### config.mk
export PLATFORM = sky130hd
export DESIGN_NAME = stage_mem
export DESIGN_NICKNAME = d
export VERILOG_FILES = /design/src/rtl/stage_mem.sv
export SDC_FILE = /design/constraint.sdc
export NUM_CORES = 1
export LEC_CHECK = 0
export CAP_MARGIN = 20
export CORE_MARGIN = 5
export CORE_UTILIZATION = 30
export CTS_CLUSTER_SIZE = 30
export DETAILED_ROUTE_END_ITERATION = 16
export PLACE_DENSITY = 0.64
export SYNTH_ARGS = -nofsm -noshare
export SYNTH_HDL_FRONTEND = slang
export SYNTH_SLANG_ARGS = --single-unit
### constraint.sdc
create_clock -name clk -period 4.2 [get_ports clk]
set_clock_uncertainty 0.05 [all_clocks]
set_input_delay 0.84 -clock clk [delete_from_list [all_inputs] [get_ports clk]]
set_output_delay 0.84 -clock clk [all_outputs]
set_load 0.02 [all_outputs]
### src/rtl/stage_mem.sv
// MEM stage of the integer pipeline: bus handshake for loads/stores and the MEM/WB register.
// A legal access holds the pipeline in BUSY until the bus answers; bad accesses retire at once with an error pulse.
module stage_mem (
    input  logic        clk,
    input  logic        rst,
    input  logic        in_valid,
    input  logic [31:0] alu_result,
    input  logic [31:0] store_data,
    input  logic [4:0]  rd_in,
    input  logic        mem_read,
    input  logic        mem_write,
    input  logic [2:0]  funct3,
    input  logic        reg_write_in,
    input  logic        mem_to_reg_in,
    output logic        mem_req,
    output logic        mem_we,
    output logic [31:0] mem_addr,
    output logic [31:0] mem_wdata,
    output logic [3:0]  mem_wstrb,
    input  logic        mem_ready,
    input  logic [31:0] mem_rdata,
    output logic        stall,
    output logic        wb_valid,
    output logic [31:0] wb_data,
    output logic [4:0]  wb_rd,
    output logic        wb_reg_write,
    output logic        misalign_err
);

    localparam int DATA_W = 32;

    typedef enum logic {IDLE, BUSY} state_t;

    state_t              state, state_nxt;
    logic [2:0]          funct3_p1;
    logic [1:0]          addr_lo_p1;
    logic [4:0]          rd_p1;
    logic                reg_write_p1;
    logic                mem_to_reg_p1;
    logic                is_load_p1;
    logic                mem_op, illegal, misaligned, bad_op, accept;

    function automatic logic [3:0] store_strb(input logic [1:0] size, input logic [1:0] a);
        case (size)
            2'b00:   return 4'b0001 << a;
            2'b01:   return 4'b0011 << a;
            default: return 4'b1111;
        endcase
    endfunction

    function automatic logic [DATA_W-1:0] store_wdata(input logic [1:0] size, input logic [DATA_W-1:0] d);
        case (size)
            2'b00:   return {4{d[7:0]}};
            2'b01:   return {2{d[15:0]}};
            default: return d;
        endcase
    endfunction

    function automatic logic [DATA_W-1:0] load_ext(input logic [DATA_W-1:0] rdata,
                                                   input logic [2:0] f3, input logic [1:0] a);
        logic signed [7:0]  b;
        logic signed [15:0] h;
        b = rdata[{a, 3'b000} +: 8];
        h = rdata[{a[1], 4'b0000} +: 16];
        case (f3)
            3'b000:  return {{24{b[7]}}, b};
            3'b100:  return {24'd0, b};
            3'b001:  return {{16{h[15]}}, h};
            3'b101:  return {16'd0, h};
            default: return rdata;
        endcase
    endfunction

    assign mem_op     = in_valid & (mem_read | mem_write);
    assign illegal    = mem_read ? (funct3 == 3'b011 || funct3[2:1] == 2'b11)
                                 : (funct3[2] || funct3[1:0] == 2'b11);
    assign misaligned = (funct3[1:0] == 2'b01 && alu_result[0]) ||
                        (funct3[1:0] == 2'b10 && alu_result[1:0] != 2'b00);
    assign bad_op     = mem_op & (illegal | misaligned);
    assign accept     = mem_op & ~bad_op;

    always_ff @(posedge clk) begin
        if (rst) state <= IDLE;
        else     state <= state_nxt;
    end

    always_comb begin
        state_nxt = state;
        stall     = 1'b0;
        case (state)
            IDLE: begin
                stall = accept;
                if (accept) state_nxt = BUSY;
            end
            BUSY: begin
                stall = ~mem_ready;
                if (mem_ready) state_nxt = IDLE;
            end
            default: state_nxt = IDLE;
        endcase
    end

    always_ff @(posedge clk) begin
        if (rst) begin
            mem_req       <= 1'b0;
            mem_we        <= 1'b0;
            mem_addr      <= '0;
            mem_wdata     <= '0;
            mem_wstrb     <= '0;
            wb_valid      <= 1'b0;
            wb_data       <= '0;
            wb_rd         <= '0;
            wb_reg_write  <= 1'b0;
            misalign_err  <= 1'b0;
            funct3_p1     <= '0;
            addr_lo_p1    <= '0;
            rd_p1         <= '0;
            reg_write_p1  <= 1'b0;
            mem_to_reg_p1 <= 1'b0;
            is_load_p1    <= 1'b0;
        end else begin
            misalign_err <= 1'b0;
            wb_valid     <= 1'b0;
            wb_reg_write <= 1'b0;
            case (state)
                // EX/MEM -> bus request, or direct retire into MEM/WB
                IDLE: begin
                    if (accept) begin
                        mem_req       <= 1'b1;
                        mem_we        <= ~mem_read;
                        mem_addr      <= {alu_result[31:2], 2'b00};
                        mem_wdata     <= mem_read ? '0 : store_wdata(funct3[1:0], store_data);
                        mem_wstrb     <= mem_read ? 4'b0000 : store_strb(funct3[1:0], alu_result[1:0]);
                        funct3_p1     <= funct3;
                        addr_lo_p1    <= alu_result[1:0];
                        rd_p1         <= rd_in;
                        reg_write_p1  <= reg_write_in;
                        mem_to_reg_p1 <= mem_to_reg_in;
                        is_load_p1    <= mem_read;
                    end else if (in_valid) begin
                        wb_valid     <= 1'b1;
                        wb_data      <= alu_result;
                        wb_rd        <= rd_in;
                        wb_reg_write <= reg_write_in & ~mem_op;
                        misalign_err <= mem_op;
                    end
                end
                // bus response -> MEM/WB
                BUSY: begin
                    if (mem_ready) begin
                        mem_req      <= 1'b0;
                        mem_we       <= 1'b0;
                        mem_addr     <= '0;
                        mem_wdata    <= '0;
                        mem_wstrb    <= '0;
                        wb_valid     <= 1'b1;
                        wb_rd        <= rd_p1;
                        wb_reg_write <= is_load_p1 & reg_write_p1 & (rd_p1 != 5'd0);
                        wb_data      <= mem_to_reg_p1 ? load_ext(mem_rdata, funct3_p1, addr_lo_p1)
                                                      : {mem_addr[31:2], addr_lo_p1};
                    end
                end
                default: ;
            endcase
        end
    end

endmodule

==> results of run 1 <==
[flip-flops by register name, indices dropped and copies added, names as in the netlist]
name / cells
misalign_err: 1
is_load_p1: 1
mem_to_reg_p1: 1
wb_data: 32
reg_write_p1: 1
funct3_p1: 3
mem_req: 1
wb_rd: 5
state: 1
mem_we: 1
wb_reg_write: 1
mem_wstrb: 4
wb_valid: 1
mem_addr: 30
mem_wdata: 32
rd_p1: 5
addr_lo_p1: 2
[through the flow]
stage	hold slack, ns	instances	total power [mW]	setup WS [ns]
after global routing	0.430	1167	3.52	0.394
after global placement	0.384	1135	1.94	0.527
after CTS	0.405	1166	3.42	0.455
after detailed placement	0.394	1135	1.94	0.468
after floorplan	0.387	699	1.61	1.48
final	0.403	1167	3.39	0.447
[how the worst max path moves through the flow]
stage,startpoint,endpoint,slack (ns),cells past startpoint
2_1_floorplan,alu_result[1],stall,1.48,5
3_3_place_gp,mem_write,stall,0.53,6
3_5_place_dp,mem_write,stall,0.47,6
4_1_cts,mem_write,stall,0.46,6
5_1_grt,mem_write,stall,0.39,6
6_report,mem_write,stall,0.45,6
[cell type report]
type	instances	area share, %
Multi-Input combinational cell	502	36.1
Inverter	10	0.419
Clock buffer	24	5.48
Tap cell	265	3.70
Antenna cell	1	0.0279
Clock inverter	7	1.00
Timing Repair Buffer	236	26.0
Sequential cell	122	27.3
[routing by layer]
metal | routed length (um) | global-route usage, %
met1 | 9920 | 26.3
met2 | 10500 | 31.3
met3 | 2580 | 6.93
met4 | 421 | 6.42
met5 | 0 | 0
[power breakdown]
| part | total (mW) | switching [mW] | internal (mW) |
|---|---|---|---|
| Clock | 1.47 | 0.540 | 0.930 |
| Combinational | 0.645 | 0.343 | 0.301 |
| Sequential | 1.27 | 0.0497 | 1.22 |
| Total | 3.39 | 0.933 | 2.46 |
[layout by cell type (no fill, tap or decap), types with 5 or more instances in the layout]
cell type and n:
dfxtp_1 120, o221ai_1 7, o21ai_0 56, a31oi_1 6
a22o_1 46, nor2_1 42, clkdlybuf4s50_1 219, nand3_1 5
and2_1 7, clkbuf_16 17, nor2b_1 12, nand2_1 91
mux2i_1 27, o22ai_1 9, mux2_2 10, nand4_1 13
o2bb2ai_1 13, a211oi_1 24, a21oi_1 35, buf_4 15
inv_1 10, a31o_2 9, o2111ai_1 13, nor3_1 20
[logic make-up after synthesis]
group,count (synthesis)
XOR/XNOR,1
AO/OA/AOI/OAI,248
other,1
flip-flops,122
AND/OR/NAND/NOR,213
buffers and inverters,75
multiplexers,38
[critical path: cells and delay by family]
| kind | cells | cell delay [ns] |
|---|---|---|
| buf+inv | 2 | 1.19 |
| simple gates | 2 | 0.46 |
| compound gates | 2 | 0.37 |
==> metrics.md, run 1 <==
| Metric | Value |
|---|---|
| Outcome | `finished clean` |
| Drt total wl | `23.5 mm` |
| Post-CTS sizing | `0` |
| Grt ovf | `0` |
| Yosys top cell area share | `40.6%` |
| Worst-Skew Late Latency | `0.42 ns` |
| Drt pass-1 iters | `5` |
| Worst reg2reg path depth | `7` |
| Synth Warn # | `0` |
| Overall Global Routing Usage | `20.1%` |
| CTS tree | `built` |
| Kind of critical path | `in2out` |
| Synth Area in XOR/XNOR | `0.146%` |
| Most used cell, CP | `clkdlybuf4s50_1` |
| Sequential Area | `2440 um^2` |
| Initial Util | `30.7%` |
| Commonest cells in the synthesized netlist | `dfxtp_1, nand2_1, o21ai_0` |
| Layout Nets | `1,001` |
| RSZ-0062 raised after global routing | `no` |
| Layout cell share with drive strength beyond 1 | `9.32%` |
| Number of synthesized register bits | `122` |
| Seq/Total Area, Yosys | `40.6%` |
| Critical path endpoint category | `output pin` |
| DR WL/cell | `20.1 um` |
| CP max FO | `6` |
| Routed vias | `6,248` |
| Final Setup Violations | `0` |
| Crit-path slowest cell | `clkdlybuf4s50_1` |
| PortBufs | `220` |
| Synth area leaders | `dfxtp_1, a22o_1, nand2_1, o21ai_0, mux2i_1` |
| Clock Sinks | `122` |
| Fin Setup TNS | `0 ns` |
| Slew HR | `49.1%` |
| Most numerous cell in the Yosys netlist | `dfxtp_1` |
| Final Hold Fails | `0` |
| Post-route clock period utilization | `89.4%` |
| Hold-fix buffers, CTS | `0` |
| Htree depth | `4` |
| Number of buffers created by CTS | `17` |
| Clock tree buffer depth | `2` |
| Hold path startpoint | `mem_req` |
| Startpoint Class | `primary input` |
| Die Wd | `152 um` |
| Post-synthesis simple-gate area fraction | `17.0%` |
| Number of global-route vias before repair | `6,056` |
| Post-route cell area | `8960 um^2` |
| DP Wirelength | `16.9 mm` |
| Max-slew violations | `0` |
| Area delta synth->final | `49.0%` |
| Worst VDD drop | `274 uV` |
| Synth unique cells | `63` |
| Global-route wire length before repair | `35.5 mm` |
| Setup slack, reg-to-reg | `1.43 ns` |
| Hold Path End | `mem_req` |
| Static leakage | `3.16 nW` |
| Async S/R FF share, synth | `0%` |
| Adder-Cell Fraction of Synth Area | `0%` |
| Largest family of logic cells by synthesized area | `compound AO/OA/AOI/OAI gates` |
| Cell Rows | `51` |
| RD Place Congestion | `0.821` |
| Post-CTS setup buffers | `0` |
| Hold path depth | `2` |
| Number of synthesized flops with an enable pin | `0` |
| Crit path DAT | `2.86 ns` |
| Area leader, netlist | `dfxtp_1` |
| Die Footprint | `23,000 um^2` |
| Routed Antenna Nets | `0` |
| CP required | `3.31 ns` |
| Initial DRC count | `457` |
| Root buf cell | `clkbuf_16` |
| Synthesized instance count | `698` |
| Final Util | `45.8%` |
| Max_cap viols | `0` |
| Largest net degree at the start of global routing | `60` |
| Die Ht | `152 um` |
| Hold crit path type | `reg2reg` |
| FF-to-FF Start | `state` |
| Tmin final | `3.75 ns` |
| Clk slew on worst S/H paths | `0.05 ns` |
| Mapped Avg Cell Area | `8.62 um^2` |
| Mapped Area | `6020 um^2` |
| Post-route DRC | `0` |
| I/O pins | `223` |
| Achievable frequency | `266 MHz` |
| Worst-Margin Slew | `0.759 ns` |
| Initial antenna violation count | `1` |
| Post-synthesis compound-gate area fraction | `29.6%` |
| Area of the core | `19,600 um^2` |
| Crit path cell chain | `clkdlybuf4s50_1 -> nor2b_1 -> o22a_4 -> a21oi_1 -> nor2_1 -> clkdlybuf4s50_1` |
| Post-DP Area | `8380 um^2` |
| # fillers | `1,956` |
| Power Dens Cells | `378 nW/um^2` |
| Worst reg2reg endpoint | `wb_data[30]` |
| Multi-input logic area | `3240 um^2` |
| Vias per std cell | `5.35` |
| Prevailing post-synth register cell | `dfxtp_1` |
| Mux cell area share after synthesis | `6.74%` |
| CP max stage delay | `0.63 ns` |
No activity file was read; power rests on OpenSTA's default activity.
==> run 2: changes to the inputs <==
--- a/config.mk
+++ b/config.mk
@@ -11,4 +11,5 @@
 export CTS_CLUSTER_SIZE = 30
 export DETAILED_ROUTE_END_ITERATION = 16
+export GPL_ROUTABILITY_DRIVEN = 1
 export PLACE_DENSITY = 0.64
 export SYNTH_ARGS = -nofsm -noshare
==> constraint.sdc (replaced) <==
create_clock -name clk -period 4.2 [get_ports clk]
set_clock_uncertainty 0.05 [all_clocks]
set_input_delay 0.63 -clock clk [delete_from_list [all_inputs] [get_ports clk]]
set_output_delay 0.63 -clock clk [all_outputs]
set_load 0.02 [all_outputs]
==> metrics.md, run 2 (synthesized netlist as in run 1, its figures left out) <==
| Metric | Value |
|---|---|
| Crit path cell chain | `clkdlybuf4s50_1 -> nor3_4 -> o22a_4 -> a21oi_1 -> nor2_1 -> clkdlybuf4s50_1` |
| Post-CTS setup buffers | `0 (unchanged)` |
| Max_cap viols | `0 (unchanged)` |
| Initial Util | `30.7% (unchanged)` |
| I/O pins | `223 (unchanged)` |
| CTS tree | `built` |
| Crit-path slowest cell | `clkdlybuf4s50_1` |
| Final Hold Fails | `0 (unchanged)` |
| Hold-fix buffers, CTS | `0 (unchanged)` |
| Worst Setup EP | `stall` |
| Overall Global Routing Usage | `19.6% (-0.53 points)` |
| Max-slew violations | `0 (unchanged)` |
| Kind of critical path | `in2out` |
| Worst Slack Setup Final | `0.808 ns (+0.361 ns)` |
| Cell Rows | `51 (unchanged)` |
| Power Dens Cells | `387 nW/um^2 (+2.5%)` |
| Most used cell, CP | `clkdlybuf4s50_1` |
| DR WL met3 | `2.47 mm (-4.2%)` |
| Static leakage | `3.19 nW (+0.91%)` |
| Achievable frequency | `295 MHz (+11%)` |
| Crit path DAT | `2.71 ns (-0.15 ns)` |
| Drt total wl | `23.1 mm (-1.4%)` |
| Post-CTS sizing | `0 (unchanged)` |
| Post-route clock period utilization | `80.8% (-8.6 points)` |
| Routed Antenna Nets | `0 (unchanged)` |
| RSZ-0062 raised after global routing | `no` |
| Antenna cells | `0 (-1)` |
| Global-route wire length before repair | `34.4 mm (-3.1%)` |
| Worst-Margin Slew | `0.801 ns (+0.0419 ns)` |
| Worst reg2reg endpoint | `wb_rd[4]` |
| Startpoint Class | `primary input` |
| CP required | `3.52 ns (+0.21 ns)` |
| Number of buffers created by CTS | `17 (unchanged)` |
| Routed vias | `6,230 (-0.29%)` |
| Crit path buffers/inverters | `2 (unchanged)` |
| Crit-path leading delay family | `buffers and inverters` |
| Die Ht | `152 um (unchanged)` |
| Highest Signal Layer | `met5` |
| Fin Setup TNS | `0 ns (unchanged)` |
| DR WL/cell | `19.8 um (-1.3%)` |
| Crit path from | `alu_result[1]` |
| Clock tree buffer depth | `2 (unchanged)` |
| DP Worst Slack | `0.837 ns (+0.369 ns)` |
| Number of global-route vias before repair | `5,855 (-3.3%)` |
| Hold crit path type | `reg2reg` |
| Outcome | `finished clean` |
| Initial DRC count | `449 (-1.8%)` |
| Layout Nets | `1,000 (-0.10%)` |
| Root buf cell | `clkbuf_16` |
| Initial antenna violation count | `1 (unchanged)` |
| Wl on met1 | `9.89 mm (-0.25%)` |
| WHS | `0.406 ns (+0.00388 ns)` |
| Clock Sinks | `122 (unchanged)` |
| PortBufs | `220 (unchanged)` |
| Most common cell after layout, fill and taps aside | `clkdlybuf4s50_1` |
| Setup slack, reg-to-reg | `1.45 ns (+0.02 ns)` |
| Tmin final | `3.39 ns (-0.361 ns)` |
| Layout cell share with drive strength beyond 1 | `9.44% (+0.12 points)` |
| CP max stage delay | `0.64 ns (about the same)` |
| Worst reg2reg path depth | `6 (-1)` |
| Drt pass-1 iters | `5 (unchanged)` |
| Largest net degree at the start of global routing | `40 (-33%)` |
| Crit. path cell count | `6 (unchanged)` |
| Final Setup Violations | `0 (unchanged)` |
| Area delta synth->final | `49.9%` |
| Worst-Skew Late Latency | `0.42 ns (about the same)` |
| Vias per std cell | `5.35 (-0.12%)` |
| Clk slew on worst S/H paths | `0.05 ns (about the same)` |
| Worst VDD drop | `267 uV (-2.7%)` |
| Htree depth | `4 (unchanged)` |
| DP Wirelength | `16.8 mm (-1.0%)` |
| CP max FO | `8 (+2)` |
| FF-to-FF Start | `state` |
| Grt ovf | `0 (unchanged)` |
| Critical path endpoint category | `output pin` |
| Slew HR | `46.2% (-2.8 points)` |
| Commonest non-fill, non-tap cells in the layout | `clkdlybuf4s50_1, dfxtp_1, nand2_1` |
| Area of the core | `19,600 um^2 (unchanged)` |
| Metal2 WL | `10.3 mm (-2.7%)` |
| Largest regs | `mem_wdata x32, wb_data x32, mem_addr x30` |
| Die Footprint | `23,000 um^2 (unchanged)` |
| Die Wd | `152 um (unchanged)` |
| RD Place Congestion | `0.827 (+0.67%)` |
| Post-route DRC | `0 (unchanged)` |
## run 2: changes by cell type in the layout (fill, tap and decap cells not counted), sizes merged
cell	previous run	this run
clkinvlp	2	1
clkinv	3	2
diode	1	0
clkbuf	24	25
buf	17	16
bufinv	2	3
## run 2: worst min-delay path, stage by stage, from the launching register on
cell	delay, ns
dfxtp_1	0.30
nand2_1	0.05
a21oi_1	0.05
## run 2: final cells by class
cell class              count  area, um^2
fillers                  1922       10600
multi-input cells         502        3240
flip-flops and latches    122        2440
repair buffers            235        2330
clock buffers              25         526
well taps                 265         332
clock inverters             6         108
inverters                  10        37.5
## run 2: routing by layer
layer	vias up	GRT usage, %
met5	-	0
met4	2	6.87
met3	38	7.20
met2	294	30.2
met1	2925	25.3
li1	2971	-
## run 2: metrics by stage
step | instance area (um^2) | total power [mW] | utilization, % | instances
final | 9020 | 3.49 | 46.0 | 1165
after global routing | 9020 | 3.62 | 46.0 | 1165
after floorplan | 6020 | 1.61 | - | 699
after CTS | 9020 | 3.52 | 46.0 | 1165
after detailed placement | 8390 | 1.94 | 42.8 | 1134
after global placement | 8390 | 1.94 | 42.8 | 1134
## run 2: worst min-delay path by stage
stage | from | endpoint | slack (ns) | depth (start not counted)
global route | mem_wdata[27] | mem_wdata[27] | 0.43 | 1
floorplan | reg_write_p1 | reg_write_p1 | 0.39 | 2
CTS | is_load_p1 | is_load_p1 | 0.41 | 2
global placement | mem_we | mem_we | 0.39 | 1
finish | is_load_p1 | is_load_p1 | 0.41 | 2
detailed placement | mem_we | mem_we | 0.40 | 1
## run 2: power by group
part / internal [mW] / switching, mW
Sequential: 1.22 / 0.0476
Combinational: 0.304 / 0.343
Clock: 1.04 / 0.536
